<file path="src/rtl/fibo_pkg.sv">
// fibo_pkg: shared defaults and FSM encoding for the Fibonacci index finder
package fibo_pkg;
  localparam int FIBO_WIDTH = 16;
  localparam int FIBO_IDX_W = 5;
  localparam int FIBO_MAX_IDX = 24;
  typedef enum logic [1:0] {ST_IDLE, ST_SEARCH, ST_ZECK, ST_DONE} fibo_state_t;
endpackage

</file>
<file path="src/rtl/fibo_zeck_walker.sv">
// fibo_zeck_walker: one Zeckendorf step, F(i-1)=F(i+1)-F(i) plus greedy subtract of F(i)
module fibo_zeck_walker
  import fibo_pkg::*;
#(
  parameter int WIDTH = FIBO_WIDTH,
  parameter int IDX_W = FIBO_IDX_W,
  parameter int MAX_IDX = FIBO_MAX_IDX
) (
  input  logic [WIDTH:0]     fi,
  input  logic [WIDTH:0]     fi_next,
  input  logic [WIDTH:0]     r,
  input  logic [IDX_W-1:0]   i,
  input  logic [MAX_IDX-2:0] mask,
  output logic [WIDTH:0]     fi_prev,
  output logic [WIDTH:0]     r_next,
  output logic [MAX_IDX-2:0] mask_next
);
  logic take;
  always_comb begin
    take = fi <= r && i >= IDX_W'(2);
    fi_prev = fi_next - fi;
    r_next = take ? r - fi : r;
    mask_next = mask | (take ? (MAX_IDX-1)'(1) << (i - IDX_W'(2)) : '0);
  end
endmodule

</file>
<file path="src/rtl/fibonacci_index_finder.sv">
// fibonacci_index_finder: iterative F->n decoder (largest n with F(n) <= value).
// Define FIBO_ZECK_EN to add the Zeckendorf walk and the zeck_mask port.
module fibonacci_index_finder
  import fibo_pkg::*;
#(
  parameter int WIDTH = FIBO_WIDTH,
  parameter int IDX_W = FIBO_IDX_W,
  parameter int MAX_IDX = FIBO_MAX_IDX
) (
  input  logic               clk,
  input  logic               reset_n,
  input  logic [WIDTH-1:0]   value_in,
  input  logic               begin_inv,
  output logic               busy,
  output logic               done,
  output logic [IDX_W-1:0]   fibo_index,
  output logic [WIDTH-1:0]   fibo_floor,
`ifdef FIBO_ZECK_EN
  output logic [MAX_IDX-2:0] zeck_mask,
`endif
  output logic               is_fibo
);
  fibo_state_t state;
  logic [WIDTH:0] a, b, v;
  logic [IDX_W-1:0] k;
`ifdef FIBO_ZECK_EN
  logic [MAX_IDX-2:0] zm, mask_next;
  logic [WIDTH:0] fi_prev, r_next;
  // a/b/v/k are reused as F(i)/F(i+1)/remainder/i while walking back down
  fibo_zeck_walker #(.WIDTH(WIDTH), .IDX_W(IDX_W), .MAX_IDX(MAX_IDX)) u_walk (
    .fi(a), .fi_next(b), .r(v), .i(k), .mask(zm),
    .fi_prev(fi_prev), .r_next(r_next), .mask_next(mask_next)
  );
`endif
  always_ff @(posedge clk or negedge reset_n)
    if (!reset_n) begin
      state <= ST_IDLE;
      busy <= 1'b0;
      done <= 1'b0;
      fibo_index <= '0;
      fibo_floor <= '0;
      is_fibo <= 1'b0;
      a <= '0;
      b <= (WIDTH+1)'(1);
      k <= '0;
      v <= '0;
`ifdef FIBO_ZECK_EN
      zm <= '0;
      zeck_mask <= '0;
`endif
    end else begin
      case (state)
        ST_IDLE, ST_DONE:
          if (begin_inv) begin
            v <= {1'b0, value_in};
            a <= '0;
            b <= (WIDTH+1)'(1);
            k <= '0;
            done <= 1'b0;
            busy <= 1'b1;
            state <= ST_SEARCH;
`ifdef FIBO_ZECK_EN
            zm <= '0;
`endif
          end
        ST_SEARCH:
          if (b <= v) begin
            a <= b;
            b <= a + b;
            k <= k + IDX_W'(1);
          end else begin
            fibo_index <= k;
            fibo_floor <= a[WIDTH-1:0];
            is_fibo <= a == v;
`ifdef FIBO_ZECK_EN
            if (k > IDX_W'(2)) begin
              a <= fi_prev;
              b <= a;
              k <= k - IDX_W'(1);
              v <= r_next;
              zm <= mask_next;
              state <= ST_ZECK;
            end else begin
              zeck_mask <= mask_next;
              busy <= 1'b0;
              done <= 1'b1;
              state <= ST_DONE;
            end
`else
            busy <= 1'b0;
            done <= 1'b1;
            state <= ST_DONE;
`endif
          end
`ifdef FIBO_ZECK_EN
        ST_ZECK: begin
          a <= fi_prev;
          b <= a;
          k <= k - IDX_W'(1);
          v <= r_next;
          zm <= mask_next;
          if (k == IDX_W'(2)) begin
            zeck_mask <= mask_next;
            busy <= 1'b0;
            done <= 1'b1;
            state <= ST_DONE;
          end
        end
`endif
        default: state <= ST_IDLE;
      endcase
    end
endmodule

</file>
<file path="config.mk">
export PLATFORM = sky130hd
export DESIGN_NAME = fibonacci_index_finder
export DESIGN_NICKNAME = d
export VERILOG_FILES = /design/src/rtl/fibo_pkg.sv /design/src/rtl/fibo_zeck_walker.sv /design/src/rtl/fibonacci_index_finder.sv
export SDC_FILE = /design/constraint.sdc
export NUM_CORES = 1
export LEC_CHECK = 0
export ABC_AREA = 1
export CAP_MARGIN = 10
export CORE_MARGIN = 8
export CORE_UTILIZATION = 59
export DETAILED_ROUTE_END_ITERATION = 7
export GPL_TIMING_DRIVEN = 0
export PLACE_DENSITY = 0.81
export SLEW_MARGIN = 20
export SYNTH_ARGS = -nofsm -noshare
export SYNTH_HDL_FRONTEND = slang
export SYNTH_SLANG_ARGS = --single-unit
export TNS_END_PERCENT = 100
</file>
<file path="constraint.sdc">
create_clock -name clk -period 2.25 [get_ports clk]
set_input_delay 0.5625 -clock clk [delete_from_list [all_inputs] [get_ports clk]]
set_output_delay 0.5625 -clock clk [all_outputs]
set_load 0.1 [all_outputs]
</file>
==> results of run 1 <==
==> registers in the layout, summed over array words and instances, names as in the netlist <==
register	flops
fibo_floor	16
fibo_index	5
state	2
k	5
a	17
b	17
is_fibo	1
done	1
v	16
busy	1
==> what timing repair did <==
item | CTS | global route
setup buffers | 0 | 1
hold endpoints to repair | 0 | 0
pin swaps | 0 | 3
endpoints found under the setup margin | 30 | 36
gates resized for setup | 29 | 15
hold buffers | 0 | 0
==> cell usage in the layout, fill, tap and decap left out, types with 2 or more instances in the layout <==
cell type          n
o22ai_1            4
nand3b_1           3
o221ai_1           2
nand3_2            2
xor2_1             6
buf_12             2
clkinvlp_4         4
a21oi_1           40
clkbuf_1           7
o21ai_1           10
buf_2              3
nand2_2           25
clkbuf_8           9
nor2_4             2
nor2_2             2
nor2_1            56
inv_1             78
o21ai_0            6
buf_6              8
nand2_1          228
xnor2_1            4
buf_4              2
dfrtp_1           79
clkbuf_2           4
dlygate4sd2_1     24
nand4_1           19
nor3_1             3
inv_2              3
clkdlybuf4s50_1   17
nand3_1           39
ha_1              34
and2_1             3
==> per-stage QoR <==
stage / setup TNS (ps) / worst slack (ps) / instances / cell area (um^2)
after floorplan: 0 / 309 / 683 / 5070
after global placement: -173040 / -2150 / 833 / 5630
after detailed placement: -1460 / -138 / 834 / 5650
after CTS: 0 / 13.5 / 850 / 5810
after global routing: 0 / 1.18 / 851 / 5850
final: 0 / 101 / 851 / 5850
==> worst max path at each step <==
stage                     depth (start not counted)            end  startpoint
after floorplan                                  15          b[16]        b[0]
after global placement                            1  fibo_floor[1]     reset_n
after detailed placement                         15          b[16]        b[0]
after CTS                                        15          b[16]        b[0]
after global routing                             12           a[2]        b[4]
final                                             1           busy        busy
==> power breakdown <==
group	leakage, nW	internal, mW	switching, mW
registers	1.07	1.73	0.257
clock network	0.0749	0.402	0.544
logic	2.17	0.754	1.71
total	3.31	2.89	2.52
==> routing by layer <==
metal / part of all wire, % / up-vias / wire length [um]
li1: - / 2273 / -
met1: 43 / 2203 / 6040
met2: 46 / 182 / 6370
met3: 7.2 / 39 / 1000
met4: 3.8 / 0 / 535
met5: 0 / - / 0
==> cell type report <==
cell class                 count  area, um^2
buffer                        23         188
clock buffer                  10         128
clock inverter                 6        43.8
fill                         742        2660
inverter                      82         310
multi-input combinational    497        2590
sequential                    81        2030
tap                          108         135
timing repair buffer          44         423
==> cell families (layout without fill, tap and decap cells) <==
kind of cell,Yosys count,count (layout),synth area share [%]
AO/OA/AOI/OAI,65,65,6.78
XOR/XNOR,10,10,1.73
adder cells (fa/ha/maj),36,36,9.03
buffers and inverters,105,165,9.72
flip-flops,81,81,40.0
AND/OR/NAND/NOR,386,386,32.8
==> results_dict.tcl, run 1 <==
set metrics [dict create \
    status "completed" \
    h-tree-depth 3 \
    yosys.cell_count.top_type "nand2_1" \
    cp.arrival_ps 1590 \
    period_share_pct 95.5 \
    grt_max_degree 48 \
    die_area_um2 11800 \
    clock_latency_ps 360 \
    cts_buffer_depth 2 \
    num_antenna_cells 0 \
    rsz0062_at_grt "false" \
    place_hpwl_um 10600 \
    worst_slew_pin_slew_ps 982 \
    drt-vias-per-instance 5.52 \
    cp.buffers_inverters 1 \
    grt_pass1_vias 4452 \
    final_core_util_pct 68.8 \
    die_y_um 109 \
    vias 4697 \
    skew_ps 11.4 \
    critPathTopFamily "buffers and inverters" \
    synth_common_cells "nand2_1 (231), dfrtp_1 (80), inv_1 (79)" \
    die_w_um 109 \
    syn_area_per_cell_um2 7.43 \
    hold_violations 0 \
    max_freq_mhz 465 \
    ys_ff_latch 81 \
    synthFlopType "dfrtp_1" \
    crit_slowest_cell "dlygate4sd2_1" \
    cts_buffers 9 \
    gr-usage-met2_pct 39.2 \
    p_leak_nw 3.31 \
    grt_pass1_wl_um 22400 \
    yosys.area.top_type_share_pct 39.5 \
    drc 0 \
    period_minus_slack_ps 2150 \
    synth_area_leaders "dfrtp_1 (39%), nand2_1 (17%), ha_1 (8.6%)" \
    postRouteAntennaNets 0 \
    drv_cap 0 \
    coreArea_um2 8510 \
    wl_per_cell_um 16.4 \
    criticalPathCategory "reg -> out" \
    syn_nets 738 \
    place_congestion 0.956 \
    ys_warn_count 0 \
    rows 34 \
    syn-instance-count 683 \
    initial_core_util_pct 59.6 \
    synth.distinct_cells 34 \
    path_cells "dlygate4sd2_1" \
    drive_above_1_share_pct 10.5 \
    irDropWorstVdd_mv 0.616 \
    netlist_area_um2 5070 \
    drtIter0Drc 355 \
    seq_area_frac_synth_pct 40.0 \
    gr-usage-met1_pct 32.1 \
    whs_ps 160 \
    slew_headroom_pct 34.8 \
    maxSlewViolCount 0 \
    power_mw 5.41 \
    cpPeakStageDelay_ps 870 \
    io_pins 43 \
    busiest_layer "met2" \
    gr-usage-all-layers_pct 24.4 \
    syn_to_final_growth_pct 15.3 \
    required_ps 1690 \
    port_buffers 42 \
    overflow 0 \
    hold_class "in -> async" \
    critPathMaxFanout 2 \
    setup_viol 0 \
    synth_area_leader_cell "dfrtp_1" \
    synth_edf_count 0 \
    wl_um 13900 \
    antenna_found_initial 0 \
    nets 793 \
    rr_startpoint "b[12]" \
    cts.sinks 81 \
    clk_pin_slew_ps 90 \
    r2r_cells 11 \
    cp-end-kind "primary output" \
    r2r_end "k[3]" \
    grt_use_met3_pct 4.73 \
    cp-start-kind "flip-flop" \
    reg2reg_slack_ps 150 \
    drt_first_pass_iters 5 \
    cts_tree "done" \
    cts_root_buf "clkbuf_8" \
    power_density_nw_per_um2 924 \
    async_flop_share_pct 100 \
]
Power figures use the tool's default switching activity.
==> run 2: changes to the inputs <==
- CELL_PAD_IN_SITES_DETAIL_PLACEMENT: not set -> 0
- CELL_PAD_IN_SITES_GLOBAL_PLACEMENT: not set -> 1
- CORE_UTILIZATION: 59 -> 43
- PLACE_DENSITY: 0.81 -> not set
- PLACE_DENSITY_LB_ADDON: not set -> 0.1
==> run 2 against run 1 <==
Register-to-register slack barely moved. Sequential share of layout area fell by 0.75 points. Global-route usage fell by 5.3 points. Clock-buffer cell count rose by 3. Clock skew fell by 4.3 ps. Power rose by 7.2%. Design area rose by 2.2%. Flip-flop and latch count did not move. Clock power rose by 45%. Sequential power barely moved. Die area rose by 31%. Critical path type unchanged. Largest cell class unchanged. Largest power group unchanged.
==> results_dict.tcl, run 2 (same netlist as run 1, synthesis figures left out) <==
set metrics [dict create \
    drc 0 \
    r2r_cells 12 \
    setup_viol 0 \
    critPathTopFamily "buffers and inverters" \
    gr-usage-all-layers_pct 19.1 \
    die_area_um2 15500 \
    hold_class "in -> async" \
    grt_pass1_vias 4589 \
    setup_tns_ps 0 \
    rr_startpoint "b[12]" \
    initial_core_util_pct 44.2 \
    wl_um 14700 \
    path_cells "dlygate4sd2_1" \
    cts.sinks 81 \
    overflow 0 \
    drt_first_pass_iters 5 \
    rows 39 \
    slew_headroom_pct 35.7 \
    die_w_um 125 \
    critPathMaxFanout 2 \
    drv_cap 0 \
    layout.cells.non_filler 886 \
    skew_ps 7.04 \
    h-tree-depth 3 \
    final_core_util_pct 52.1 \
    ctsHoldBuffers 0 \
    max_freq_mhz 474 \
    worst_slew_pin_slew_ps 969 \
    place_congestion 0.849 \
    syn_to_final_growth_pct 17.9 \
    drt-vias-per-instance 5.14 \
    coreArea_um2 11500 \
    port_buffers 42 \
    layout.cells.most_common_list "nand2_1 (229), dfrtp_1 (79), inv_1 (78)" \
    final_cell_area_um2 5980 \
    final_common_cell "nand2_1" \
    num_antenna_cells 0 \
    power_density_nw_per_um2 969 \
    cp-start-kind "flip-flop" \
    cts_buffer_depth 2 \
    vias 4550 \
    placed_area_um2 5690 \
    r2r_end "a[5]" \
    cp.arrival_ps 1550 \
    clock_latency_ps 340 \
    cts_buffers 9 \
    period_minus_slack_ps 2110 \
    clk_pin_slew_ps 60 \
    cts_root_buf "clkbuf_16" \
    nets 793 \
    maxSlewViolCount 0 \
    status "completed" \
    required_ps 1690 \
    drive_above_1_share_pct 9.96 \
    wl_per_cell_um 16.6 \
    die_y_um 125 \
    hold_violations 0 \
    place_inst 869 \
    place_hpwl_um 11400 \
    antenna_found_initial 0 \
    crit_slowest_cell "dlygate4sd2_1" \
    grt_pass1_wl_um 23900 \
    cp-end-kind "primary output" \
    largest_registers "a: 17 flops, b: 17 flops" \
    p_leak_nw 3.37 \
    cts_tree "done" \
    postRouteAntennaNets 0 \
    cp.buffers_inverters 1 \
    grt_max_degree 42 \
    reg2reg_slack_ps 140 \
    period_share_pct 93.7 \
    criticalPathCategory "reg -> out" \
    cpPeakStageDelay_ps 860 \
    io_pins 43 \
    irDropWorstVdd_mv 0.640 \
    drtIter0Drc 332 \
    whs_ps 216 \
]
==> run 2: what timing repair did <==
item	in CTS	in global routing
endpoints found under the setup margin	30	40
buffers inserted	0	1
pin swaps	0	1
gates resized for setup	29	12
==> run 2: cell type report <==
cell class | count | area, um^2
fillers | 1138 | 5490
multi-input cells | 497 | 2580
flip-flops and latches | 81 | 2030
repair buffers | 44 | 415
inverters | 82 | 310
clock buffers | 13 | 260
plain buffers | 23 | 188
well taps | 143 | 179
clock inverters | 3 | 15.0
==> run 2: report_power, final <==
group,switching [mW],internal (mW)
registers,0.249,1.74
clock network,0.563,0.803
logic,1.70,0.743
total,2.51,3.28
==> run 2: through the flow <==
stage	power, mW	setup WS, ps
2_1_floorplan	3.65	309
3_3_place_gp	4.36	-2350
3_5_place_dp	4.42	-144
4_1_cts	5.79	35.1
5_1_grt	6.13	-2.25
6_report	5.79	141
==> run 2: how the worst max path moves through the flow <==
stage | to | slack (ps) | start | cells after the start
after floorplan | b[16] | 310 | b[0] | 15
after global placement | v[7] | -2350 | reset_n | 1
after detailed placement | b[14] | -140 | a[0] | 12
after CTS | b[6] | 40 | state[1] | 8
after global routing | b[16] | -2 | b[0] | 15
final | fibo_floor[2] | 140 | fibo_floor[2] | 1
==> run 2: per-layer routing <==
metal / global-route usage, % / share of wire, % / vias to the layer above
met5: 0 / 0 / -
met4: 5.32 / 1.3 / 0
met3: 3.83 / 4.2 / 12
met2: 31.1 / 47 / 100
met1: 25.2 / 48 / 2150
li1: - / - / 2288
==> run 3: changes to the inputs <==
- CORE_MARGIN: 8 -> not set
==> run 3 against run 2 <==
Worst hold slack worse by 0.98 ps. Power rose by 2.0%. Clock power is 8% higher. Flip-flop and latch count did not move. Clock-buffer cell count down 1. Register-to-register slack is essentially flat. Critical path depth rose by 11. Non-clock buffer count is the same. Clock skew fell by 0.50 ps. Maximum frequency is 0.54% lower. Via count decreased by 0.62%. Global-route usage is 5.4 points higher. Highest routed layer unchanged.
==> results_dict.tcl, run 3 (same netlist as run 1, synthesis figures left out) <==
set metrics [dict create \
    die_w_um 111 \
    nets 793 \
    power_mw 5.91 \
    multi_input_area_um2 2580 \
    required_ps 2480 \
    largest_registers "a: 17 flops, b: 17 flops" \
    wl_um 14200 \
    fillers 1116 \
    status "completed" \
    period_share_pct 94.2 \
    clock_latency_ps 340 \
    postRouteAntennaNets 0 \
    intPower_mw 3.40 \
    max_freq_mhz 472 \
    wl_per_cell_um 16.1 \
    critPathMaxFanout 10 \
    criticalPathCategory "reg -> reg" \
    place_hpwl_um 11000 \
    p_leak_nw 3.38 \
    drc 0 \
    cts_root_buf "clkbuf_16" \
    gr-usage-all-layers_pct 24.6 \
    cts_tree "done" \
    num_antenna_cells 0 \
    hold_class "in -> async" \
    pwr-share-clk_pct 25.0 \
    cp.arrival_ps 2350 \
    p_switching_mw 2.51 \
    drive_above_1_share_pct 9.84 \
    grt_pass1_vias 4463 \
    period_minus_slack_ps 2120 \
    clk_pin_slew_ps 60 \
    drt-vias-per-instance 5.11 \
    hold_violations 0 \
    irDropWorstVdd_mv 0.669 \
    cp-end-kind "flip-flop" \
    path_cells "ha_1 -> nand2_1 -> inv_1 -> nand3_1 -> nor2_2 -> nand4_1 -> nand3_2 -> buf_6 -> inv_4 -> buf_6 -> nand2_1 -> nand2_1" \
    place_congestion 0.843 \
    die_area_um2 12200 \
    cp-start-kind "flip-flop" \
    drv_cap 0 \
    worst_slew_pin_slew_ps 958 \
    timing.final.ws_setup_ps 130 \
    rsz0062_at_grt "true" \
    slew_headroom_pct 36.4 \
    layout.cells.most_common_list "nand2_1 (230), dfrtp_1 (79), inv_1 (78)" \
    io_pins 43 \
    drtIter0Drc 330 \
    drt_first_pass_iters 5 \
    critPathTopFamily "simple AND/OR/NAND/NOR gates" \
    setup_viol 0 \
    cts_buffers 9 \
    h-tree-depth 3 \
    power_density_nw_per_um2 985 \
    p_seq_share_pct 33.5 \
    coreArea_um2 11500 \
    grt_max_degree 44 \
    antenna_found_initial 0 \
    final_common_cell "nand2_1" \
    cts.sinks 81 \
    grt_pass1_wl_um 23300 \
    skew_ps 6.54 \
    port_buffers 42 \
    initial_core_util_pct 44.2 \
    rows 39 \
    swShare_pct 42.5 \
    crit_slowest_cell "dfrtp_1" \
    layout.area.seq_um2 2030 \
    syn_to_final_growth_pct 18.3 \
    crit_top_cell "nand2_1" \
    ctsHoldBuffers 0 \
    overflow 0 \
    cp.buffers_inverters 4 \
    pre_cts_slack_ps -70.3 \
    maxSlewViolCount 0 \
    cts_buffer_depth 2 \
    die_y_um 111 \
    vias 4522 \
    combPwrFrac_pct 41.5 \
    cpPeakStageDelay_ps 420 \
]
==> run 3: cell types whose count changed in the layout (fill, tap and decap cells not counted), sizes merged <==
cell	before	now
clkinv	3	2
buf	16	15
bufinv	0	1
==> run 3: final timing paths <==
check,start,to,slack [ps],depth (start not counted)
hold / removal,reset_n,b[12],210,1
setup reg to reg,b[12],fibo_index[2],130,12
max in group asynchronous,reset_n,b[0],1360,2
hold reg to reg,fibo_index[0],fibo_index[0],470,2
setup / recovery,b[12],fibo_index[2],130,12
min in group clk,fibo_index[0],fibo_index[0],470,2
==> run 3: per-layer routing <==
metal | vias up | track usage (%) | share of wire [%] | wire, um
met5 | - | 0 | 0 | 0
met4 | 0 | 7.29 | 1.7 | 245
met3 | 21 | 4.67 | 5.2 | 742
met2 | 120 | 39.8 | 47 | 6660
met1 | 2104 | 33.4 | 46 | 6570
li1 | 2277 | - | - | -
==> run 3: power groups by stage <==
stage	logic [mW]	registers [mW]	clock network, mW
after floorplan	1.45	2.20	0
after global placement	2.36	1.99	0
after detailed placement	2.40	2.00	0
after CTS	2.39	1.97	1.50
after global routing	2.70	2.01	1.56
final	2.45	1.98	1.48
==> run 3: worst reg2reg max path, stage by stage, from the launching register on <==
cell and delay [ps]:
dfrtp_1 420, ha_1 320, nand2_1 60, inv_1 70, nand3_1 80, nor2_2 170
nand4_1 230, nand3_2 170, buf_6 180, inv_4 60, buf_6 140, nand2_1 80
nand2_1 50
==> run 3: layout make-up <==
cell class	count	area share, %
Timing Repair Buffer	44	6.92
Buffer	23	3.15
Clock inverter	3	0.667
Multi-Input combinational cell	497	43.0
Inverter	82	5.17
Sequential cell	81	33.8
Tap cell	143	2.98
Clock buffer	12	4.28
==> run 3: per-stage QoR <==
step / cells / setup TNS, ps / hold slack [ps] / utilization, % / area [um^2]
4_1_cts: 884 / 0 / 236 / 52.0 / 5960
3_5_place_dp: 869 / -810 / 464 / 49.6 / 5690
5_1_grt: 885 / -36.4 / 270 / 52.3 / 6000
3_3_place_gp: 868 / -189240 / 462 / 49.5 / 5670
2_1_floorplan: 683 / 0 / 267 / - / 5070
6_report: 885 / 0 / 215 / 52.3 / 6000
==> run 3: repair_timing <==
item | in CTS | in global routing
buffers inserted | 0 | 1
cloned | 0 | 0
endpoints found under the setup margin | 28 | 40
pin swaps | 0 | 1
gates resized for setup | 27 | 13
